## src/rtl/mc10_bus_pkg.sv

```systemverilog
// mc10_bus_pkg: bus ownership states and default stall bound for the MC-10 arbiter
package mc10_bus_pkg;
    typedef enum logic [1:0] {CPU_OWN, VID_OWN, CPU_FORCED} owner_t;
    localparam int MAX_STALL_DEF = 4;
endpackage

```

## src/rtl/sat_counter16.sv

```systemverilog
// sat_counter16: 16-bit event counter that sticks at all-ones
module sat_counter16 (
    input  logic        clk,
    input  logic        rst,
    input  logic        inc_i,
    output logic [15:0] cnt_o
);
    logic [15:0] cnt_q;
    // count qualifying cycles, holding at 16'hFFFF once reached
    always_ff @(posedge clk)
        cnt_q <= rst ? 16'h0000 : (inc_i && cnt_q != 16'hFFFF) ? cnt_q + 16'd1 : cnt_q;
    assign cnt_o = cnt_q;
endmodule

```

## src/rtl/mc10_bus_arbiter.sv

```systemverilog
// mc10_bus_arbiter: single-port RAM arbitration between 6801 CPU and video fetch with bounded CPU stall
module mc10_bus_arbiter
    import mc10_bus_pkg::*;
#(
    parameter int MAX_STALL = MAX_STALL_DEF,
    parameter int ADDR_W    = 16
) (
    input  logic              clk,
    input  logic              rst,
    input  logic              cpu_vma,
    input  logic              cpu_rw,
    input  logic [ADDR_W-1:0] cpu_addr,
    input  logic [7:0]        cpu_wdata,
    output logic              cpu_hold,
    output logic [7:0]        cpu_rdata,
    input  logic              vid_req,
    input  logic [ADDR_W-1:0] vid_addr,
    output logic              vid_ack,
    output logic              vid_valid,
    output logic [7:0]        vid_data,
    output logic [ADDR_W-1:0] mem_addr,
    output logic              mem_we,
    output logic [7:0]        mem_wdata,
    input  logic [7:0]        mem_rdata,
    output logic [15:0]       stall_cnt
);
    owner_t     state_q, state_d;
    logic [3:0] burst_q, burst_d;
    logic       vid_valid_q;
    logic [7:0] vid_data_q;

    // grant, stall and bus steering for the current cycle
    always_comb begin
        vid_ack   = vid_req && !rst && state_q != CPU_FORCED;
        cpu_hold  = vid_ack && cpu_vma;
        mem_addr  = vid_ack ? vid_addr : cpu_addr;
        mem_we    = !rst && !vid_ack && cpu_vma && !cpu_rw;
        mem_wdata = cpu_wdata;
        cpu_rdata = mem_rdata;
    end

    // next owner: only held cycles build toward the forced CPU slot
    always_comb begin
        burst_d = cpu_hold ? burst_q + 4'd1 : 4'd0;
        state_d = (cpu_hold && burst_q + 4'd1 == 4'(MAX_STALL)) ? CPU_FORCED :
                  vid_ack ? VID_OWN : CPU_OWN;
    end

    // owner and burst registers
    always_ff @(posedge clk) begin
        state_q <= rst ? CPU_OWN : state_d;
        burst_q <= rst ? 4'd0 : burst_d;
    end

    // capture video fetch data one cycle after its grant
    always_ff @(posedge clk) begin
        vid_valid_q <= !rst && vid_ack;
        vid_data_q  <= rst ? 8'h00 : vid_ack ? mem_rdata : vid_data_q;
    end

    assign vid_valid = vid_valid_q;
    assign vid_data  = vid_data_q;

    sat_counter16 u_stall_cnt (
        .clk   (clk),
        .rst   (rst),
        .inc_i (cpu_hold),
        .cnt_o (stall_cnt)
    );
endmodule

```

## config.mk

```make
export PLATFORM = sky130hd
export DESIGN_NAME = mc10_bus_arbiter
export DESIGN_NICKNAME = d
export VERILOG_FILES = /design/src/rtl/mc10_bus_pkg.sv /design/src/rtl/sat_counter16.sv /design/src/rtl/mc10_bus_arbiter.sv
export SDC_FILE = /design/constraint.sdc
export NUM_CORES = 1
export LEC_CHECK = 0
export BUFFER_PORTS_ARGS = -buffer_cell sky130_fd_sc_hd__buf_4
export CORE_MARGIN = 5
export CORE_UTILIZATION = 35
export CTS_BUF_LIST = sky130_fd_sc_hd__clkbuf_4
export CTS_CLUSTER_SIZE = 28
export DETAILED_ROUTE_END_ITERATION = 16
export PLACE_DENSITY = 0.67
export RECOVER_POWER = 100
export SETUP_SLACK_MARGIN = 0.3
export SLEW_MARGIN = 15
export SYNTH_ARGS = -nofsm -noshare
export SYNTH_HDL_FRONTEND = slang
export SYNTH_SLANG_ARGS = --single-unit
```

## constraint.sdc

```tcl
create_clock -name clk -period 1.5 [get_ports clk]
set_input_delay 0 -clock clk [delete_from_list [all_inputs] [get_ports clk]]
set_output_delay 0 -clock clk [all_outputs]
set_load 0.005 [all_outputs]
```

Yosys cells after proc, flatten, opt, wreduce, memory -nomap -nowiden
Cells that the tools add are included.
{ "totals": {"output_inout_bits": 60, "in_bits": 53, "regBits": 31, "elab_cells": 29} }
{ "classes": {"n_reduce_logical": 14, "mux": 3, "add_sub_neg": 2, "n_eq_ne": 3, "n_bitwise": 1} }
{ "op_table": {"columns": ["cell", "n"], "rows": [
  ["$add A16 B1 Y16 const B", 1],
  ["$mux W16", 1],
  ["$ne A16 B16 Y1 const B", 1],
  ["$logic_and A1 B1 Y1", 9],
  ["$add A4 B1 Y4 const B", 1],
  ["$eq A4 B3 Y1 const B", 1],
  ["$reduce_or A2 Y1", 2],
  ["$logic_not A1 Y1", 3],
  ["$mux W2", 1],
  ["$ne A2 B2 Y1 const B", 1],
  ["$mux W1", 1],
  ["$not A1 Y1", 1]
]} }

Logic depth before layout (Yosys ltp)
Gate-level depths: netlist of run 1.
{ "logic_depth": {"depth_word": 7, "depth_mapped": 5, "ltp_nobuf": 5} }

Cells and area by module
A second synthesis of run 1 with hierarchy kept.
{ "hier_totals": {"cells_unflattened": 199, "area_unflattened_um2": 1803.0} }
{ "by_module_without_submodules": {"columns": ["module", "area_each_um2", "instances", "seq_area_each_um2", "cells_per_inst"], "rows": [
  ["mc10_bus_arbiter", 954.7, 1, 300.3, 100],
  ["sat_counter16", 848.3, 1, 320.3, 99]
]} }

Worst setup path before layout of run 1
OpenSTA, ideal clock, no wires.
{ "synth_path": {"path_type": "reg-to-reg", "start": "register u_stall_cnt.cnt_q[3], in the netlist u_stall_cnt.cnt_o[3]", "end": "register u_stall_cnt.cnt_q[15], in the netlist u_stall_cnt.cnt_o[15]", "required_time_ns": 1.379, "t_arrival_ns": 1.437, "slack_ns": -0.058, "setup_ns": 0.121, "stages_incl_launch_ff": 5, "n_path_buf": 0, "synth_period_minus_slack_ns": 1.558, "path_cell_list": "dfxtp_1 > and4_1 > nand2_1 > nor4_1 > mux2_2"} }
{ "synth_between": {"elab_chain_len": 2, "elab_cells_between_ends": 3, "cone_classes": "add/sub: 1; eq/ne: 1; reduce/logical: 1"} }
{ "synth_lines": {"columns": ["element", "line_no", "rtl"], "rows": [
  ["start, declared", "sat_counter16.sv:8", "logic [15:0] cnt_q;"],
  ["start signal, assigned", "sat_counter16.sv:11", "cnt_q <= rst ? 16'h0000 : (inc_i && cnt_q != 16'hFFFF) ? cnt_q + 16'd1 : cnt_q;"],
  ["parallel branches: the longest is 2 deep, another holds $add A16 B1 Y16", null, null]
]} }
Parallel ways; which one is timed is not known.
A chain may end at the register's enable or synchronous reset.

Final worst setup path of run 1
{ "layout_path": {"start": "register state_q[0]", "end": "output mem_addr[4]"} }
{ "layout_between": {"elab_chain_len": 3} }
{ "layout_lines": {"columns": ["element", "line_no", "rtl"], "rows": [
  ["start, declared", "mc10_bus_arbiter.sv:27", "owner_t state_q, state_d;"],
  ["start signal, assigned", "mc10_bus_arbiter.sv:51", "state_q <= rst ? CPU_OWN : state_d;"],
  ["$ne A2 B2 Y1", "mc10_bus_arbiter.sv:34", "vid_ack = vid_req && !rst && state_q != CPU_FORCED;"],
  ["$logic_and A1 B1 Y1", "mc10_bus_arbiter.sv:34", null],
  ["$mux W16", "mc10_bus_arbiter.sv:36", "mem_addr = vid_ack ? vid_addr : cpu_addr;"],
  ["end, declared", "mc10_bus_arbiter.sv:21", "output logic [ADDR_W-1:0] mem_addr,"]
]} }
No other way between the ends.

==> results of run 1 <==
[cell usage in the layout, fill, tap and decap left out, drive strengths merged, types with 2 or more instances in the layout]
| cell type | n |
|---|---|
| nand2 | 20 |
| nor4 | 9 |
| and4 | 3 |
| o31ai | 2 |
| a21oi | 14 |
| dfxtp | 31 |
| o311ai | 2 |
| xor2 | 2 |
| mux2i | 3 |
| buf | 137 |
| dlygate4sd3 | 8 |
| ha | 3 |
| mux2 | 22 |
| o21ai | 3 |
| and2 | 3 |
| inv | 3 |
| nor3 | 3 |
| nor2b | 6 |
| nor2 | 11 |
| or3 | 3 |
| nand4 | 8 |
| o41ai | 2 |
| clkbuf | 25 |
| nand3 | 12 |
[synthesized netlist by cell type, drive strengths merged]
library cell and n:
dfxtp 31, mux2 22, buf 21, nand2 20, a21oi 14, nand3 12
nor2 11, nor4 9, nand4 8, nor2b 6, and2 3, and4 3
clkbuf 3, ha 3, inv 3, mux2i 3, nor3 3, o21ai 3
or3 3, o311ai 2, o31ai 2, o41ai 2, xor2 2, and3 1
nand2b 1, nor3b 1, nor4b 1, o211ai 1, or3b 1, or4 1
[layout make-up]
type                            count  area (µm²)
Fill cell                         400        1500
Timing Repair Buffer              163        1420
Multi-Input combinational cell    138        1330
Sequential cell                    31         636
Tap cell                           70        87.6
Clock buffer                        7        52.6
Inverter                            3        11.3
Clock inverter                      1        5.00
[per-stage QoR]
stage	instance area, µm²	setup slack, ps	hold slack, ps	util
CTS	3310	-182	0.0346	0.656
floorplan	1910	21.8	33.2	-
detailed placement	2780	-52.4	0.0346	0.551
global placement	2780	-19.9	0.0346	0.551
global route	3540	-251	0.00798	0.702
finish	3540	-167	0.00197	0.702
[metal layers]
metal	routed length [µm]	track usage	up-vias
met5	0	0	-
li1	-	-	992
met4	68	0.0557	0
met3	603	0.0559	4
met2	3330	0.344	79
met1	2550	0.214	966
[state kept, by name (all words and copies together) (netlist names)]
| name | count |
|---|---|
| u_stall_cnt.cnt_o | 16 |
| vid_data | 8 |
| burst_q | 4 |
| state_q | 2 |
| vid_valid | 1 |
[power by group through the flow]
| stage | clock network [W] | registers (W) | logic, W |
|---|---|---|---|
| after floorplan | 0 | 0.000857 | 0.000140 |
| after global placement | 0 | 0.000855 | 0.000316 |
| after detailed placement | 0 | 0.000856 | 0.000321 |
| after CTS | 0.000516 | 0.000836 | 0.000422 |
| after global routing | 0.000570 | 0.000849 | 0.000478 |
| final | 0.000503 | 0.000845 | 0.000448 |
[repair_timing]
item	in CTS	in global routing
setup endpoints to repair	37	39
hold endpoints to repair	8	0
pin swaps	14	14
buffers inserted	8	18
gates cloned	2	1
hold buffers	8	0
gates resized for setup	64	25
[worst paths after layout]
kind                                           start                     to  slack, ps
worst max-delay path                      state_q[0]            mem_addr[4]       -170
worst min-delay path                    cpu_wdata[3]           mem_wdata[3]      0.002
worst max register to register  u_stall_cnt.cnt_o[4]  u_stall_cnt.cnt_o[15]       -150
worst min register to register           vid_data[2]            vid_data[2]        460
[logic make-up after synthesis]
logic type	after synthesis	synth area share
buf+inv	27	0.0931
simple gates	84	0.293
xor+xnor	2	0.00981
compound gates	24	0.0798
flops	31	0.347
fa+ha+maj	3	0.0210
mux	25	0.155
==> key figures, run 1 <==
Clock network
  – CTS Root Cell: clkbuf_4
  – H-tree depth: 2
  – Worst-path clk slew: 90 ps
  – Num CTS Buffers: 5
  – Clk sinks: 31
  – Maximum clock path buffer count: 2
  – Clk_lat worst skew: approximately 330 ps
  – CTS tree: built

Drt
  – Post-Route WL: 6550 µm
  – Initial DRC Count: 85
  – Remaining antenna violation count after routing: 0
  – DRC: 0
  – Vias post-DR: between 2000 and 2500
  – DR vias/cell: between 4 and 5
  – Wire per inst: 15.9 µm
  – DRT Pass-1 Iters: 4

Power
  – Clock power share: 0.280
  – Sequential share of power: 0.470
  – Pleak: about 1.6 nW
  – PwrDens: between 500 and 600 nW/µm²
  – Pint: 0.00135 W
  – Combinational fraction of design power: 0.249
  – Peak supply drop: 0.000479 V
  – Power Total: around 0.0018 W
  – Switching Fraction: 0.249
  – NetSw: between 0.0004 and 0.0005 W

Timing
  – Worst Tran Pin Value: about 380 ps
  – Final Setup Violations: 27
  – Max Fclk: 600 MHz
  – Crit path time final: 1670 ps
  – Setup repair after global routing missed its margin: true
  – Worst setup margin: -167 ps
  – Worst Clk Skew: 9.21 ps
  – Rel. slew slack: 0.745
  – Final worst path period share: 1.11
  – Final setup TNS: -3170 ps
  – Final hold viol count: 0
  – Pins over their slew limit: 0

Outcome
  – Violated checks: setup timing
  – Outcome: finished, violations left

Floorplan
  – Core area: around 5000 µm²
  – # IOs: 113
  – Row cnt: 26
  – Starting Density: 0.354
  – DIE AREA: between 6000 and 7000 µm²
  – Die height: ~80 µm
  – Die width: around 81 µm

Final layout
  – Synth-to-layout area growth: 98.0%
  – Non-Filler Instances: about 410
  – # diodes: 0
  – Layout cells sized above 1: 0.638
  – NumNets Final: ~400

Synthesis
  – Syn nets: ~250
  – Ranking of synthesized cells by area: dfxtp_1 (35%), mux2_2 (13%), buf_4 (6.7%)
  – Avg Synthesized Cell Area: ~9.1 µm²
  – Share of the synthesized area in the top cell type: 0.347
  – Mapped Area: between 1500 and 2000 µm²
  – Synth cell types: 37
  – Mapped Cells: 196
  – Register bit count reported by yosys: 31
  – Seq/Total Area, Yosys: 0.347
  – Synth Warn #: 0
  – Leading area contributor after synthesis: dfxtp_1

Critical path
  – CP Max Fanout: 5
  – Critical path depth: 7
  – R2R cell count: 5
  – Buffers plus inverters on the worst setup path: 3
  – CP top delay family: buffers and inverters
  – Startpoint Class: flop
  – WP data required: around 1500 ps
  – Crit path arrival time: 1670 ps
  – Slowest cell on the critical path: dfxtp_1
  – Worst Setup End Kind: primary output
  – Cell Chain, Critical Path: nand2b_4 > nand2_4 > nor2_4 > buf_4 > buf_12 > mux2_4 > buf_6
  – Crit path largest cell delay: 320 ps
  – WS Path Type: reg -> out

Global routing
  – Gr usage total: 0.190
  – Vias in the first global route: between 1500 and 2000
  – Initial antenna violation count: 0
  – Grt ovf: 0
  – First-pass GRT wire length: roughly 9800 µm
  – Largest net degree at the start of global routing: 31

Worst hold path
  – HP Class: in -> out
  – Worst Hold Depth: 0

Job
  – Max-cap violation count: 0

Placement
  – Post-detail-place hpwl: roughly 4200 µm
  – Buffers on Ports: between 90 and 100
  – Placed Cells: around 370
  – Final GP Congestion: about 0.76
Note: power is estimated with default switching activity, not from simulation.
==> run 2, diff against run 1 <==
CORE_ASPECT_RATIO = 0.75   (was default)
==> key figures, run 2 (synthesis gave the netlist of run 1 again) <==
Outcome
  – Outcome: finished, violations left
  – Violated checks: setup timing

Timing
  – Final setup TNS: -5430 ps
  – Hold Slack: about 0.01 ps
  – Final worst path period share: 1.17
  – Pins over their slew limit: 0
  – Worst Clk Skew: between 10 and 15 ps
  – Max Fclk: about 570 MHz
  – Final hold viol count: 0
  – Setup repair after global routing missed its margin: true
  – Worst Tran Pin Value: between 300 and 400 ps
  – Worst setup margin: -254 ps
  – Crit path time final: approximately 1800 ps
  – Final Setup Violations: 33
  – Rel. slew slack: 0.735

Job
  – Max-cap violation count: 0

Drt
  – Wire per inst: 16.9 µm
  – DRC: 0
  – Vias post-DR: between 2000 and 2500
  – Post-Route WL: around 6700 µm
  – Initial DRC Count: 67
  – DR vias/cell: about 5.1
  – Remaining antenna violation count after routing: 0
  – DRT Pass-1 Iters: 5

Final layout
  – Most frequent cells in the layout: buf_4 (96), dfxtp_1 (27), buf_6 (27)
  – Synth-to-layout area growth: 87.1%
  – # diodes: 0
  – Leading cell type in the layout, fill and taps excluded: buf_4
  – Fin util: 0.679
  – NumNets Final: just under 400
  – Layout cells sized above 1: 0.594
  – Max reg flops: 16

Clock network
  – H-tree depth: 2
  – Clk sinks: 31
  – CTS Root Cell: clkbuf_4
  – Maximum clock path buffer count: 2
  – Num CTS Buffers: 5
  – Worst-path clk slew: about 100 ps
  – Clk_lat worst skew: around 350 ps
  – CTS tree: built

Power
  – Sequential share of power: 0.473
  – Pleak: ~1.6 nW
  – NetSw: approximately 0.00048 W
  – Pint: 0.00131 W
  – Clock power share: 0.278
  – PwrDens: 536 nW/µm²
  – Combinational fraction of design power: 0.249
  – Switching Fraction: 0.270
  – Peak supply drop: 0.000438 V

Critical path
  – Slowest cell on the critical path: dfxtp_1
  – Worst reg2reg path startpoint: u_stall_cnt.cnt_o[7]
  – CP Max Fanout: 8
  – Crit path arrival time: between 1500 and 2000 ps
  – WP data required: roughly 1500 ps
  – FF-to-FF End: u_stall_cnt.cnt_o[14]
  – Worst Setup End Kind: primary output
  – Worst path most repeated cell: buf_6
  – Crit path largest cell delay: about 320 ps
  – Cell Chain, Critical Path: nand2b_4 > buf_6 > nand2_4 > nor2_4 > buf_6 > buf_16 > mux2_4 > buf_6
  – R2R cell count: 5
  – R2r setup slk: -130 ps
  – WS Path Type: reg -> out
  – Startpoint Class: flop

Worst hold path
  – HP Class: in -> out
  – Worst hold path startpoint: cpu_wdata[3]
  – Worst Hold Depth: 0
  – WHS Endpoint: mem_wdata[3]

Floorplan
  – Die width: slightly above 90 µm
  – Starting Density: 0.363
  – Core area: around 4900 µm²
  – # IOs: around 110
  – DIE AREA: approximately 6600 µm²
  – Row cnt: 22
  – Die height: approximately 72 µm

Placement
  – Post-detail-place hpwl: around 4400 µm
  – Final GP Congestion: 0.767
  – Buffers on Ports: 96

Global routing
  – First-pass GRT wire length: just over 10000 µm
  – Largest net degree at the start of global routing: 31
  – Gr usage total: 0.193
  – Vias in the first global route: about 2000
  – Initial antenna violation count: 0
  – Grt ovf: 0
-- run 2: cell types whose count changed in the layout (fill, tap and decap cells not counted), sizes merged --
cell         before  now
buf             137  126
dlygate4sd3       8   10
clkbuf           25   24
clkinvlp          0    1
inv               3    4
-- run 2: metal layers --
| layer | up-vias | track usage | wire length, µm |
|---|---|---|---|
| met5 | - | 0 | 0 |
| met1 | 945 | 0.235 | 2870 |
| li1 | 973 | - | - |
| met2 | 80 | 0.323 | 3130 |
| met3 | 10 | 0.0630 | 502 |
| met4 | 0 | 0.0643 | 160 |
-- run 2: critical path: cells and delay by family, from the launching register on --
family | cells | cell delay [ps]
buf+inv | 4 | 470
flops | 1 | 320
mux | 1 | 310
simple gates | 3 | 320
-- run 2: stage by stage --
stage                     worst slack (ps)  power [W]  cell area (µm²)  cells
after floorplan                       21.8   0.000997             1910    196
after global placement               -40.6    0.00118             2740    355
after detailed placement             -75.4    0.00118             2740    355
after CTS                             -263    0.00178             3310    388
after global routing                  -301    0.00187             3340    395
final                                 -254    0.00179             3340    395
-- run 2: worst max-delay path by stage --
stage	cells after the start	startpoint	endpoint
CTS	8	state_q[0]	mem_addr[12]
global placement	5	u_stall_cnt.cnt_o[1]	u_stall_cnt.cnt_o[9]
floorplan	5	state_q[0]	u_stall_cnt.cnt_o[15]
global route	8	state_q[0]	mem_addr[11]
detailed placement	5	u_stall_cnt.cnt_o[1]	u_stall_cnt.cnt_o[9]
finish	8	state_q[0]	mem_addr[11]
-- run 2: power by group through the flow --
stage | Combinational (W) | Clock (W) | Sequential, W
floorplan | 0.000140 | 0 | 0.000857
global placement | 0.000322 | 0 | 0.000856
detailed placement | 0.000328 | 0 | 0.000857
CTS | 0.000432 | 0.000515 | 0.000836
global route | 0.000475 | 0.000548 | 0.000850
finish | 0.000445 | 0.000499 | 0.000848
-- run 2: layout make-up --
| class | count | area (µm²) |
|---|---|---|
| Multi-Input combinational cell | 138 | 1250 |
| Clock inverter | 3 | 18.8 |
| Inverter | 3 | 11.3 |
| Clock buffer | 5 | 37.5 |
| Timing Repair Buffer | 155 | 1320 |
| Sequential cell | 31 | 631 |
| Tap cell | 60 | 75.1 |
| Fill cell | 389 | 1580 |
-- run 2: timing repair --
action                                 in CTS  in global routing
gates cloned                                2                  0
hold buffers                               10                  0
buffers inserted                           13                  7
endpoints found under the hold margin       8                  0
pin swaps                                  15                  7
setup endpoints to repair                  41                 43
gates resized for setup                    63                 10
==> run 3, diff against run 2 <==
CORE_ASPECT_RATIO = 1.1   (was 0.75)
==> key figures, run 3 (synthesis gave the netlist of run 1 again) <==
Outcome
  – Outcome: finished, violations left
  – Violated checks: setup timing

Critical path
  – WP data required: roughly 1500 ps
  – Startpoint Class: flop
  – Crit path largest cell delay: roughly 330 ps
  – Worst Setup End Kind: primary output
  – Crit path arrival time: approximately 1700 ps
  – Cell Chain, Critical Path: nand2b_4 > buf_6 > nand2_4 > nor2_4 > buf_6 > buf_12 > mux2_4 > buf_6
  – Slowest cell on the critical path: dfxtp_2
  – WS Path Type: reg -> out
  – Worst path most repeated cell: buf_6
  – CP Max Fanout: 5

Power
  – Switching Fraction: 0.251
  – PwrDens: between 500 and 600 nW/µm²
  – Pint: roughly 0.0015 W
  – Peak supply drop: 0.000690 V
  – Clock power share: 0.346
  – NetSw: approximately 0.00049 W
  – Pleak: between 1.5 and 2 nW
  – Combinational fraction of design power: 0.224
  – Sequential share of power: 0.430

Placement
  – Post-detail-place hpwl: between 4000 and 5000 µm
  – Buffers on Ports: 96
  – Placed Cells: approximately 350
  – Post-DP Area: 2730 µm²
  – Final GP Congestion: 0.763

Final layout
  – Fin util: 0.703
  – Final instance area: between 3000 and 4000 µm²
  – Multi-input gate area: around 1300 µm²
  – Layout cells sized above 1: 0.609
  – Fillers: 382
  – NumNets Final: ~400
  – FF/Latch Area: 634 µm²
  – Leading cell type in the layout, fill and taps excluded: buf_4
  – Non-Filler Instances: ~400
  – Most frequent cells in the layout: buf_4 (99), buf_6 (31), dfxtp_1 (26)
  – Synth-to-layout area growth: 95.3%
  – Max reg flops: 16
  – # diodes: 0

Clock network
  – CTS tree: built
  – Clk_lat worst skew: approximately 350 ps
  – Maximum clock path buffer count: 2
  – Clk sinks: 31
  – Num CTS Buffers: 5
  – H-tree depth: 2
  – Worst-path clk slew: 110 ps
  – CTS Root Cell: clkbuf_4

Timing
  – Setup repair after global routing missed its margin: true
  – Max Fclk: a little under 600 MHz
  – Final worst path period share: 1.15
  – Crit path time final: 1720 ps
  – Worst Tran Pin Value: around 410 ps
  – Pins over their slew limit: 0
  – Final hold viol count: 0
  – Final Setup Violations: 33
  – Worst Clk Skew: approximately 14 ps
  – Hold Slack: around 0.0020 ps
  – Worst setup margin: -220 ps
  – Rel. slew slack: 0.722

Drt
  – Top routing layer in use: met4
  – DRC: 0
  – Post-Route WL: roughly 7000 µm
  – Met2 WL: 3530 µm
  – Vias post-DR: roughly 2100
  – Remaining antenna violation count after routing: 0
  – Met3 WL post-DR: 568 µm
  – Initial DRC Count: 84
  – DRT Pass-1 Iters: 4
  – M1 WL: between 2000 and 3000 µm
  – Wire per inst: 17.4 µm
  – DR vias/cell: 5.17

Floorplan
  – Starting Density: 0.360
  – Die width: ~80 µm
  – DIE AREA: 6640 µm²
  – Row cnt: 27
  – Die height: 84.9 µm
  – # IOs: ~110
  – Core area: 4970 µm²

Global routing
  – Vias in the first global route: roughly 2000
  – Initial antenna violation count: 0
  – Grt ovf: 0
  – Largest net degree at the start of global routing: 31
  – First-pass GRT wire length: between 10000 and 15000 µm
  – Gr usage total: 0.187

Job
  – Max-cap violation count: 0

Worst hold path
  – HP Class: in -> out
==> run 3: cell types whose count changed in the layout (fill, tap and decap cells not counted), sizes merged <==
cell,before,now
dlygate4sd3,10,12
buf,126,134
inv,4,3
clkinv,1,2
clkinvlp,1,0
clkbuf,24,22
bufinv,0,1
==> run 3: critical path: cells and delay by family (launching register included) <==
family                 cells  cell delay [ps]
muxes                      1              300
buffers and inverters      4              480
DFF                        1              330
and+or+nand+nor            3              260
==> run 3: repair_timing <==
action | 4_1_cts | 5_1_grt
cloned | 2 | 0
hold buffers | 12 | 0
setup buffers | 15 | 12
gates resized for setup | 74 | 15
endpoints found under the setup margin | 37 | 40
pin swaps | 12 | 8
hold endpoints to repair | 8 | 0
==> run 3: cell type report <==
class,count,area share
inverter,3,0.00323
timing repair buffer,163,0.401
clock buffer,5,0.0108
multi-input combinational,138,0.370
sequential,31,0.182
tap,58,0.0208
clock inverter,3,0.0125
==> run 3: through the flow <==
step / setup slack, ps / setup TNS (ps) / power [W]
after detailed placement: -27.4 / -66.7 / 0.00118
after global placement: -1.38 / -1.38 / 0.00118
after global routing: -286 / -7730 / 0.00207
final: -220 / -5150 / 0.00197
after floorplan: 21.8 / 0 / 0.000997
after CTS: -226 / -3630 / 0.00195
==> run 3: path summary, 6_finish.rpt <==
path	start	to	slack [ps]	depth (start not counted)
max	state_q[0]	mem_addr[9]	-220	8
min	cpu_wdata[3]	mem_wdata[3]	0.002	0
max reg2reg	u_stall_cnt.cnt_o[2]	u_stall_cnt.cnt_o[14]	-200	5
min reg2reg	burst_q[0]	burst_q[0]	460	1
==> run 3: layer usage <==
metal | GRT usage | vias to the layer above
li1 | - | 999
met1 | 0.223 | 976
met2 | 0.324 | 88
met3 | 0.0605 | 9
met4 | 0.0461 | 0
met5 | 0 | -
==> run 3: power groups by stage <==
stage	Sequential [W]	Clock, W	Combinational [W]
detailed placement	0.000856	0	0.000326
floorplan	0.000857	0	0.000140
finish	0.000847	0.000683	0.000441
global route	0.000849	0.000752	0.000470
global placement	0.000855	0	0.000322
CTS	0.000829	0.000691	0.000434
